### src/rtl/bundle_ctrl_pkg.sv
// Shared encodings, FSM states and the per-slot decode record for bundle_ctrl.
// The optional memory watchdog is enabled by defining BUNDLE_CTRL_MEM_TIMEOUT_EN.
package bundle_ctrl_pkg;

    localparam logic [4:0] OP_NOP     = 5'b00000;
    localparam logic [4:0] OP_ALU_IMM = 5'b00101;
    localparam logic [4:0] OP_ALU_REG = 5'b01000;
    localparam logic [4:0] OP_LOAD    = 5'b01010;
    localparam logic [4:0] OP_STORE   = 5'b01011;
    localparam logic [4:0] OP_BRANCH  = 5'b11011;
    localparam logic [4:0] OP_JUMP    = 5'b11110;

    localparam logic [2:0] SUB_LOGIC = 3'b010;
    localparam logic [2:0] SUB_CARRY = 3'b011;
    localparam logic [2:0] SUB_ARITH = 3'b100;

    localparam logic [1:0] ALU_OP_ARITH = 2'b00;
    localparam logic [1:0] ALU_OP_IMM   = 2'b01;
    localparam logic [1:0] ALU_OP_LOGIC = 2'b10;
    localparam logic [1:0] ALU_OP_CARRY = 2'b11;

    localparam logic [1:0] PC_SRC_SEQ    = 2'b00;
    localparam logic [1:0] PC_SRC_BRANCH = 2'b01;
    localparam logic [1:0] PC_SRC_JUMP   = 2'b10;

    localparam logic [1:0] ST_IDLE  = 2'd0;
    localparam logic [1:0] ST_ISSUE = 2'd1;
    localparam logic [1:0] ST_MEM   = 2'd2;
    localparam logic [1:0] ST_WB    = 2'd3;

    typedef enum logic [1:0] {
        S_IDLE  = ST_IDLE,
        S_ISSUE = ST_ISSUE,
        S_MEM   = ST_MEM,
        S_WB    = ST_WB
    } state_e;

    // flags are ordered {z, n, c, v}
    typedef struct packed {
        logic       reg_write;
        logic [3:0] flags;
        logic [1:0] alu_op;
        logic       src_a;
        logic       src_b;
        logic       is_load;
        logic       is_store;
        logic       is_jump;
        logic       is_branch;
        logic       illegal;
    } slot_dec_t;

    function automatic int unsigned idx_w(input int unsigned n);
        return (n > 1) ? $clog2(n) : 1;
    endfunction

endpackage

### src/rtl/bundle_ctrl_slot_decode.sv
// Combinational opcode/subfunction decode for one bundle slot.
// Illegal encodings decode as a nop with only the illegal bit set.
module slot_decode
    import bundle_ctrl_pkg::*;
(
    input  logic [4:0] opcode_i,
    input  logic [2:0] subfn_i,
    output slot_dec_t  dec_o
);

    always_comb begin
        dec_o = '0;
        unique case (opcode_i)
            OP_ALU_REG: begin
                unique case (subfn_i)
                    SUB_ARITH: begin
                        dec_o.reg_write = 1'b1;
                        dec_o.flags     = 4'b1111;
                        dec_o.alu_op    = ALU_OP_ARITH;
                    end
                    SUB_CARRY: begin
                        dec_o.reg_write = 1'b1;
                        dec_o.flags     = 4'b1110;
                        dec_o.alu_op    = ALU_OP_CARRY;
                    end
                    SUB_LOGIC: begin
                        dec_o.reg_write = 1'b1;
                        dec_o.flags     = 4'b1100;
                        dec_o.alu_op    = ALU_OP_LOGIC;
                    end
                    default: dec_o.illegal = 1'b1;
                endcase
            end
            OP_ALU_IMM: begin
                dec_o.reg_write = 1'b1;
                dec_o.flags     = 4'b1111;
                dec_o.alu_op    = ALU_OP_IMM;
                dec_o.src_a     = 1'b1;
                dec_o.src_b     = 1'b1;
            end
            OP_LOAD:   dec_o.is_load   = 1'b1;
            OP_STORE:  dec_o.is_store  = 1'b1;
            OP_JUMP:   dec_o.is_jump   = 1'b1;
            OP_BRANCH: dec_o.is_branch = 1'b1;
            OP_NOP:    ;
            default:   dec_o.illegal   = 1'b1;
        endcase
    end

endmodule

### src/rtl/bundle_ctrl.sv
// Sequenced multi-slot bundle controller with registered control outputs and a
// serialised memory handshake. Define BUNDLE_CTRL_MEM_TIMEOUT_EN for the watchdog.
module bundle_ctrl
    import bundle_ctrl_pkg::*;
#(
    parameter int unsigned SLOTS   = 2,
    parameter int unsigned SLOT_W  = 16,
    parameter int unsigned TIMEOUT = 16
) (
    input  logic                      clk,
    input  logic                      rst,
    input  logic [SLOTS*SLOT_W-1:0]   ir,
    input  logic                      ir_valid,
    output logic                      ir_ready,
    output logic [SLOTS-1:0]          reg_write,
    output logic [4*SLOTS-1:0]        flag_write,
    output logic [2*SLOTS-1:0]        alu_op,
    output logic [SLOTS-1:0]          alu_src_a,
    output logic [SLOTS-1:0]          alu_src_b,
    output logic                      mem_read,
    output logic                      mem_write,
    output logic [idx_w(SLOTS)-1:0]   mem_slot,
    input  logic                      mem_ack,
    output logic                      pc_write,
    output logic                      branch,
    output logic [1:0]                pc_src,
    output logic                      illegal,
    output logic                      mem_err
);

    localparam int unsigned MS_W = idx_w(SLOTS);

    slot_dec_t dec [SLOTS];

    for (genvar k = 0; k < SLOTS; k++) begin : g_slot
        slot_decode u_dec (
            .opcode_i (ir[k*SLOT_W +: 5]),
            .subfn_i  (ir[k*SLOT_W+5 +: 3]),
            .dec_o    (dec[k])
        );
    end

    logic unused_ir;
    assign unused_ir = ^ir;

    // ISSUE outputs are computed from the incoming bundle so they can be
    // registered on the very edge that accepts it.
    logic [SLOTS-1:0]   iss_rw, iss_sa, iss_sb, iss_load, iss_mem;
    logic [4*SLOTS-1:0] iss_fw;
    logic [2*SLOTS-1:0] iss_op;
    logic               iss_ill, iss_cf_seen, iss_br;
    logic [1:0]         iss_pc_src;

    always_comb begin
        iss_rw      = '0;
        iss_sa      = '0;
        iss_sb      = '0;
        iss_load    = '0;
        iss_mem     = '0;
        iss_fw      = '0;
        iss_op      = '0;
        iss_ill     = 1'b0;
        iss_cf_seen = 1'b0;
        iss_br      = 1'b0;
        iss_pc_src  = PC_SRC_SEQ;
        for (int unsigned k = 0; k < SLOTS; k++) begin
            iss_rw[k]         = dec[k].reg_write;
            iss_fw[4*k +: 4]  = dec[k].flags;
            iss_op[2*k +: 2]  = dec[k].alu_op;
            iss_sa[k]         = dec[k].src_a;
            iss_sb[k]         = dec[k].src_b;
            iss_load[k]       = dec[k].is_load;
            iss_mem[k]        = dec[k].is_load | dec[k].is_store;
            if (dec[k].illegal) iss_ill = 1'b1;
            if (dec[k].is_jump || dec[k].is_branch) begin
                if (iss_cf_seen) begin
                    iss_ill = 1'b1;
                end else begin
                    iss_cf_seen = 1'b1;
                    iss_br      = dec[k].is_branch;
                    iss_pc_src  = dec[k].is_branch ? PC_SRC_BRANCH : PC_SRC_JUMP;
                end
            end
        end
    end

    function automatic logic [MS_W-1:0] lowest(input logic [SLOTS-1:0] m);
        logic [MS_W-1:0] res;
        logic            found;
        res   = '0;
        found = 1'b0;
        for (int unsigned i = 0; i < SLOTS; i++) begin
            if (m[i] && !found) begin
                res   = MS_W'(i);
                found = 1'b1;
            end
        end
        return res;
    endfunction

    state_e             state_q, state_d;
    logic [SLOTS-1:0]   pend_q, pend_d, load_q, load_d;
    logic [MS_W-1:0]    cur_q, cur_d;
    logic [1:0]         cf_src_q, cf_src_d;
    logic               cf_br_q, cf_br_d;

    logic [SLOTS-1:0]   rw_q, rw_d, sa_q, sa_d, sb_q, sb_d;
    logic [4*SLOTS-1:0] fw_q, fw_d;
    logic [2*SLOTS-1:0] op_q, op_d;
    logic               mrd_q, mrd_d, mwr_q, mwr_d;
    logic [MS_W-1:0]    mslot_q, mslot_d;
    logic               pcw_q, pcw_d, br_q, br_d, ill_q, ill_d;
    logic [1:0]         pcs_q, pcs_d;
    logic               rdy_q, rdy_d;
    logic               merr_d;

`ifdef BUNDLE_CTRL_MEM_TIMEOUT_EN
    localparam int unsigned WAIT_W = idx_w(TIMEOUT + 1);
    logic [WAIT_W-1:0] wait_q, wait_d;
    logic              merr_q;
`endif

    always_comb begin
        state_d  = state_q;
        pend_d   = pend_q;
        load_d   = load_q;
        cur_d    = cur_q;
        cf_src_d = cf_src_q;
        cf_br_d  = cf_br_q;
        rw_d     = '0;
        fw_d     = '0;
        op_d     = '0;
        sa_d     = '0;
        sb_d     = '0;
        mrd_d    = 1'b0;
        mwr_d    = 1'b0;
        mslot_d  = '0;
        pcw_d    = 1'b0;
        br_d     = 1'b0;
        pcs_d    = PC_SRC_SEQ;
        ill_d    = 1'b0;
        merr_d   = 1'b0;
`ifdef BUNDLE_CTRL_MEM_TIMEOUT_EN
        wait_d   = wait_q;
`endif
        unique case (state_q)
            S_IDLE: begin
                if (ir_valid && rdy_q) begin
                    state_d  = S_ISSUE;
                    pend_d   = iss_mem;
                    load_d   = iss_load;
                    cf_src_d = iss_pc_src;
                    cf_br_d  = iss_br;
                    rw_d     = iss_rw;
                    fw_d     = iss_fw;
                    op_d     = iss_op;
                    sa_d     = iss_sa;
                    sb_d     = iss_sb;
                    ill_d    = iss_ill;
                    if (iss_mem == '0) begin
                        pcw_d = 1'b1;
                        pcs_d = iss_pc_src;
                        br_d  = iss_br;
                    end
                end
            end
            S_ISSUE, S_WB: begin
                if (pend_q == '0) begin
                    state_d = S_IDLE;
                end else begin
                    state_d = S_MEM;
                    cur_d   = lowest(pend_q);
`ifdef BUNDLE_CTRL_MEM_TIMEOUT_EN
                    wait_d  = '0;
`endif
                end
            end
            S_MEM: begin
                if (mem_ack) begin
                    state_d        = S_WB;
                    pend_d[cur_q]  = 1'b0;
                    if (load_q[cur_q]) begin
                        rw_d[cur_q]          = 1'b1;
                        fw_d[4*cur_q +: 4]   = 4'b1100;
                    end
                    if (pend_d == '0) begin
                        pcw_d = 1'b1;
                        pcs_d = cf_src_q;
                        br_d  = cf_br_q;
                    end
                end
`ifdef BUNDLE_CTRL_MEM_TIMEOUT_EN
                else if (wait_q == WAIT_W'(TIMEOUT - 1)) begin
                    state_d = S_IDLE;
                    merr_d  = 1'b1;
                end else begin
                    wait_d = wait_q + 1'b1;
                end
`endif
            end
            default: state_d = S_IDLE;
        endcase
        // strobes are a function of the next state so they hold for every MEM cycle
        if (state_d == S_MEM) begin
            mrd_d   = load_q[cur_d];
            mwr_d   = ~load_q[cur_d];
            mslot_d = cur_d;
        end
        rdy_d = (state_d == S_IDLE);
    end

    always_ff @(posedge clk) begin
        if (rst) begin
            state_q  <= S_IDLE;
            pend_q   <= '0;
            load_q   <= '0;
            cur_q    <= '0;
            cf_src_q <= '0;
            cf_br_q  <= 1'b0;
            rw_q     <= '0;
            fw_q     <= '0;
            op_q     <= '0;
            sa_q     <= '0;
            sb_q     <= '0;
            mrd_q    <= 1'b0;
            mwr_q    <= 1'b0;
            mslot_q  <= '0;
            pcw_q    <= 1'b0;
            br_q     <= 1'b0;
            pcs_q    <= '0;
            ill_q    <= 1'b0;
            rdy_q    <= 1'b0;
        end else begin
            state_q  <= state_d;
            pend_q   <= pend_d;
            load_q   <= load_d;
            cur_q    <= cur_d;
            cf_src_q <= cf_src_d;
            cf_br_q  <= cf_br_d;
            rw_q     <= rw_d;
            fw_q     <= fw_d;
            op_q     <= op_d;
            sa_q     <= sa_d;
            sb_q     <= sb_d;
            mrd_q    <= mrd_d;
            mwr_q    <= mwr_d;
            mslot_q  <= mslot_d;
            pcw_q    <= pcw_d;
            br_q     <= br_d;
            pcs_q    <= pcs_d;
            ill_q    <= ill_d;
            rdy_q    <= rdy_d;
        end
    end

`ifdef BUNDLE_CTRL_MEM_TIMEOUT_EN
    always_ff @(posedge clk) begin
        if (rst) begin
            wait_q <= '0;
            merr_q <= 1'b0;
        end else begin
            wait_q <= wait_d;
            merr_q <= merr_d;
        end
    end
    assign mem_err = merr_q;
`else
    localparam int unsigned unused_timeout = TIMEOUT;
    logic unused_merr;
    assign unused_merr = merr_d;
    assign mem_err     = 1'b0;
`endif

    assign ir_ready   = rdy_q;
    assign reg_write  = rw_q;
    assign flag_write = fw_q;
    assign alu_op     = op_q;
    assign alu_src_a  = sa_q;
    assign alu_src_b  = sb_q;
    assign mem_read   = mrd_q;
    assign mem_write  = mwr_q;
    assign mem_slot   = mslot_q;
    assign pc_write   = pcw_q;
    assign branch     = br_q;
    assign pc_src     = pcs_q;
    assign illegal    = ill_q;

endmodule

### config.mk
export PLATFORM = sky130hd
export DESIGN_NAME = bundle_ctrl
export DESIGN_NICKNAME = d
export VERILOG_FILES = /design/src/rtl/bundle_ctrl_pkg.sv /design/src/rtl/bundle_ctrl_slot_decode.sv /design/src/rtl/bundle_ctrl.sv
export SDC_FILE = /design/constraint.sdc
export NUM_CORES = 1
export LEC_CHECK = 0
export CAP_MARGIN = 20
export CORE_MARGIN = 2
export CORE_UTILIZATION = 39
export DETAILED_ROUTE_END_ITERATION = 8
export PLACE_DENSITY = 0.76
export SKIP_LAST_GASP = 1
export SYNTH_ARGS = -nofsm -noshare
export SYNTH_HDL_FRONTEND = slang
export SYNTH_SLANG_ARGS = --single-unit
### constraint.sdc
create_clock -name clk -period 3.3 [get_ports clk]
set_input_delay 0.66 -clock clk [delete_from_list [all_inputs] [get_ports clk]]
set_output_delay 0.66 -clock clk [all_outputs]
set_load 0.03 [all_outputs]
# Word-level counts from Yosys, hierarchy flattened
# Index checks and enable logic that the tools add are counted.
dict set report classes {
  addsub 1
  magnitude_cmp 3
  n_eq_ne 24
  shifts 2
  mux 73
  n_bitwise 9
  reduce_logical 23
}
# op count
set ops {}
lappend ops {{one-hot mux 7 bit (3 select lines)} 2}
lappend ops {{two-way mux 2 bit} 19}
lappend ops {{two-way mux 1 bit} 37}
lappend ops {{negation 3 -> 34 bit} 1}
lappend ops {{variable shift 4 x 34 -> 8 bit (first input constant)} 1}
lappend ops {{variable part select 4 x 34 -> 8 bit (first input constant)} 1}
lappend ops {{equality test 5 x 4 -> 1 bit (second input constant)} 6}
lappend ops {{one-hot mux 7 bit (2 select lines)} 2}
lappend ops {{two-way mux 8 bit} 3}
lappend ops {{equality test 5 bit (second input constant)} 4}
lappend ops {{one-hot mux 8 bit (2 select lines)} 1}
lappend ops {{equality test 3 x 2 -> 1 bit (second input constant)} 4}
lappend ops {{one-hot mux 2 bit (2 select lines)} 3}
lappend ops {{OR reduction 6 bit} 2}
lappend ops {{equality test 5 x 3 -> 1 bit (second input constant)} 2}
lappend ops {{zero test 2 bit} 5}
lappend ops {{zero test 5 bit} 2}
lappend ops {{OR reduction 3 bit} 3}
lappend ops {{AND 8 bit} 1}
lappend ops {{one-hot mux 1 bit (2 select lines)} 4}
lappend ops {{equality test 2 bit (second input constant)} 3}
lappend ops {{equality test 3 bit (second input constant)} 2}
lappend ops {{one-hot mux 2 bit (3 select lines)} 1}
lappend ops {{< comparator 1 x 2 -> 1 bit (second input constant)} 2}
lappend ops {{other kinds (15)} 24}
dict set report word_totals {
  register_bits 37
  input_bits 36
  out_inout_bits 28
  word_cells 154
}

# Logic depth before layout (Yosys ltp)
dict set report logic_depth {
  ltp_word 11
  mapped_depth 5
}

# Cells and area by module
# A second synthesis with hierarchy kept.
dict set report unflattened {
  hier_cells 192
  area_unflattened_um2 1670.4
}
# module instances cells_each area_per_inst_um2 seq_area_each_um2
set by_module_without_submodules {}
lappend by_module_without_submodules {bundle_ctrl 1 123 1214.9 700.7}
lappend by_module_without_submodules {{slot_decode at g_slot[1].u_dec} 1 36 246.5 0.0}
lappend by_module_without_submodules {{slot_decode at g_slot[0].u_dec} 1 33 209.0 0.0}

# Worst setup path after synthesis
# Ideal clock, no wire load.
dict set report synth_path {
  kind {input to register}
  from {input ir[18]}
  to {register load_q[1]}
  setup_time_ps 63
  t_arrival_ps 1536
  required_ps 3237
  path_slack_ps 1701
  cell_stages 4
  cell_sequence {clkbuf_1 > or4_4 > a2bb2oi_1 > nor2_2}
}
dict set report synth_between {
  elab_chain_len 2
}
# element line
set synth_lines {}
lappend synth_lines {{from (decl)} bundle_ctrl.sv:12} ;# input logic [SLOTS*SLOT_W-1:0] ir,
lappend synth_lines {{equality test 5 x 4 -> 1 bit} bundle_ctrl_slot_decode.sv:13} ;# unique case (opcode_i)
lappend synth_lines {{two-way mux 1 bit} bundle_ctrl_slot_decode.sv:13}
lappend synth_lines {{to (signal assigned)} bundle_ctrl.sv:236} ;# load_q <= load_d;
lappend synth_lines {{to (decl)} bundle_ctrl.sv:102} ;# logic [SLOTS-1:0] pend_q, pend_d, load_q, load_d;
# No other way between the ends.
# A chain may end at the register's enable or synchronous reset.

# Final worst setup path
dict set report layout_path {
  from {register rdy_q (netlist: ir_ready)}
  to {output ir_ready}
}
# element line
set layout_lines {}
lappend layout_lines {{from (decl)} bundle_ctrl.sv:114} ;# logic rdy_q, rdy_d;
lappend layout_lines {{from (signal assigned)} bundle_ctrl.sv:252} ;# rdy_q <= rdy_d;
lappend layout_lines {{to (decl)} bundle_ctrl.sv:14} ;# output logic ir_ready,
# No word-level cell between the ends.

==> results.md <==
- Run status: completed
- Overall Global Routing Usage: 0.147
- # port buffers: 46
- Largest net degree at the start of global routing: 16
- CTS resizes: 0
- Post-Synth Simple-Gate Area: 0.311
- Critical-path maximum fanout: 4
- Ys Warns: 0
- Io pins: 64
- DP HPWL: approximately 2200 µm
- Internal: between 0.0006 and 0.0007 W
- Initial drt markers: 32
- RSZ-0062 raised after global routing: false
- Worst Skew: 0.00281 ns
- Bufs on Longest Clock Path: 2
- Top cell type's share of synthesized area: 0.400
- Initial core utilization: 0.402
- Setup Crit Path Kind: reg -> out
- Clock-pin slew on the worst setup and hold paths: 0.06 ns
- Num CTS Buffers: 5
- Fin. max-slew vios: 0
- Xor and xnor area share after synthesis: 0.00604
- Hold_buf cts: 0
- FFs w/ async S/R, synth: 0
- Antenna violations before repair: 0
- Die Wd: 65.0 µm
- Clock latency on the worst-skew pair: between 0.2 and 0.3 ns
- Minimum clock period: ~2.0 ns
- Unique masters post-synth: 45
- Adder-cell share of the synthesized area: 0
- Hold Slack: 0.501 ns
- # nets final: 242
- Share of cells above drive strength 1: 0.0918
- Die area: 4220 µm²
- # diodes: 0
- Post-synthesis cell area: 1450 µm²
- Num rows: 22
- Crit-path slowest cell: clkdlybuf4s50_1
- Post-route ant nets: 0
- GPL Wtd Cong: 0.743
- DR vias: 1273
- H-tree depth: 2
- Post-synth EDFFs: 0
- Slew HR: 0.667
- Clock Sinks: 29
- Die Height: 65.0 µm
- Flop and latch count out of synthesis: 29
- Peak Freq: just under 0.5 GHz
- Worst Path Buf+Inv: 1
- Hold Violations, Final: 0
- Critical Path AT: 1.38 ns
- Reg power frac: 0.456
- Tcrit/Tclk final: 0.617
- Startpoint Class: flop
- Synth area leaders: dfxtp_1 40%, nor2_1 6.2%, buf_4 4.1%, a21oi_1 3.8%, nor4_4 2.9%
- First-pass GRT wire length: roughly 4800 µm
- Commonest register cell after synthesis: dfxtp_1
- Dpl cell area: around 1900 µm²
- Reg2reg setup slack: 1.76 ns
- Vias per cell: 4.99
- Mapped Cells: 166
- Syn Area/Cell: 8.74 µm²
- Area leader, netlist: dfxtp_1
- Sw Pwr: just over 0.0002 W
- Final setup viols: 0
- Seq/Total Area, Yosys: 0.400
- Leakage dissipation: 0.697 nW
- Fillers: 323
- Final instance area: between 1500 and 2000 µm²
- Mux contribution to synthesized area: 0.00690
- Final setup TNS: 0 ns
- Drt first pass iters: 4
- WL final: 2900 µm
- Vias in the first global route: 1109
- CTS tree: built
- Clock Power Share: 0.387
- WL/cell: 11.4 µm
- Worst Hold Class: reg -> reg
- Sw Ratio: 0.249
- Combinational family with the most area after synthesis: simple AND/OR/NAND/NOR gates
- GRT overflow: 0
- Count leader, synth: dfxtp_1
- Post-CTS Setup Bufs: 0
- Mapped Nets: approximately 200
- Max cap viols: 0
- Clock Root Buffer: clkbuf_8
- Compound-cell area share of the yosys netlist: 0.196
- PwrDens: 406 nW/µm²
- Critical Path Sink Type: output port
- Worst-Margin Slew: 0.496 ns
- CP peak stage delay: ~0.7 ns
- Synth cell count leaders: 29 x dfxtp_1, 24 x nor2_1, 11 x a21oi_1
- Logic gate share of total power: 0.156
- CP delay by family, top: buffers and inverters
- Layout area overhead: 37.5%
- Peak VDD IR: 0.157 mV
- Critical-path cell list: clkdlybuf4s50_1
- WP data required: 2.64 ns
- Placeable Area: 3610 µm²
- Remaining DRCs: 0
-- layout make-up --
class / count / area [µm²] / area share
clock buffers: 7 / 96.3 / 0.0483
clock inverters: 1 / 5.00 / 0.00251
inverters: 5 / 18.8 / 0.00941
multi-input cells: 117 / 758 / 0.380
repair buffers: 48 / 475 / 0.238
flip-flops and latches: 29 / 581 / 0.291
well taps: 48 / 60.1 / 0.0301
-- layer usage --
layer	vias up	global-route usage	share of wire
met5	-	0	0
met4	0	0.0878	0.026
met3	7	0.0313	0.039
met2	33	0.250	0.47
met1	565	0.167	0.46
li1	668	-	-
-- worst paths after layout --
kind	startpoint	endpoint	cells past startpoint
setup / recovery	ir_ready$_SDFF_PP0_	ir_ready	1
hold / removal	cf_src_q[1]$_SDFFE_PP0P_	pc_src[1]$_SDFF_PP0_	1
setup reg to reg	state_q[0]$_SDFF_PP0_	flag_write[3]$_SDFF_PP0_	5
hold reg to reg	cf_src_q[1]$_SDFFE_PP0P_	pc_src[1]$_SDFF_PP0_	1
-- power groups by stage --
stage | combinational, W | sequential, W | clock [W]
after global routing | 0.000139 | 0.000371 | 0.000340
after floorplan | 0.0000667 | 0.000384 | 0
after global placement | 0.000125 | 0.000377 | 0
final | 0.000127 | 0.000369 | 0.000314
after detailed placement | 0.000126 | 0.000377 | 0
after CTS | 0.000128 | 0.000369 | 0.000321
-- state kept, by name, indices dropped and copies added (netlist names), 2 cells and up --
register / flops
state_q: 2
pc_src: 2
alu_op: 4
load_q: 2
alu_src_a: 2
pend_q: 2
flag_write: 5
-- kinds of logic after synthesis --
| kind of cell | Yosys count |
|---|---|
| compound gates | 41 |
| other cells | 1 |
| flops | 29 |
| xor+xnor | 1 |
| mux | 1 |
| buf+inv | 20 |
| simple gates | 73 |
-- worst register-to-register path, delay by kind of cell (launching register included) --
| kind | cells | cell delay, ns |
|---|---|---|
| flip-flops | 1 | 0.53 |
| AND/OR/NAND/NOR | 2 | 0.41 |
| AO/OA/AOI/OAI | 2 | 0.32 |
| buffers and inverters | 1 | 0.18 |
-- metrics by stage --
stage | power, W | worst slack, ns | util | std cells
finish | 0.000809 | 1.26 | 0.553 | 255
global route | 0.000849 | 1.13 | 0.553 | 255
CTS | 0.000818 | 1.25 | 0.553 | 255
detailed placement | 0.000504 | 1.02 | 0.525 | 247
global placement | 0.000502 | 0.980 | 0.525 | 247
floorplan | 0.000451 | 1.70 | - | 166
-- layout by cell type, fill, tap and decap left out, types with 5 or more instances in the layout --
master and n:
dfxtp_1 29, a21oi_1 11, nand3_1 5, nor2b_1 5
nor3_1 5, clkdlybuf4s50_1 46, clkbuf_8 7, nor2_1 24
nand2_1 8, inv_1 5
Power figures use the tool's default switching activity.
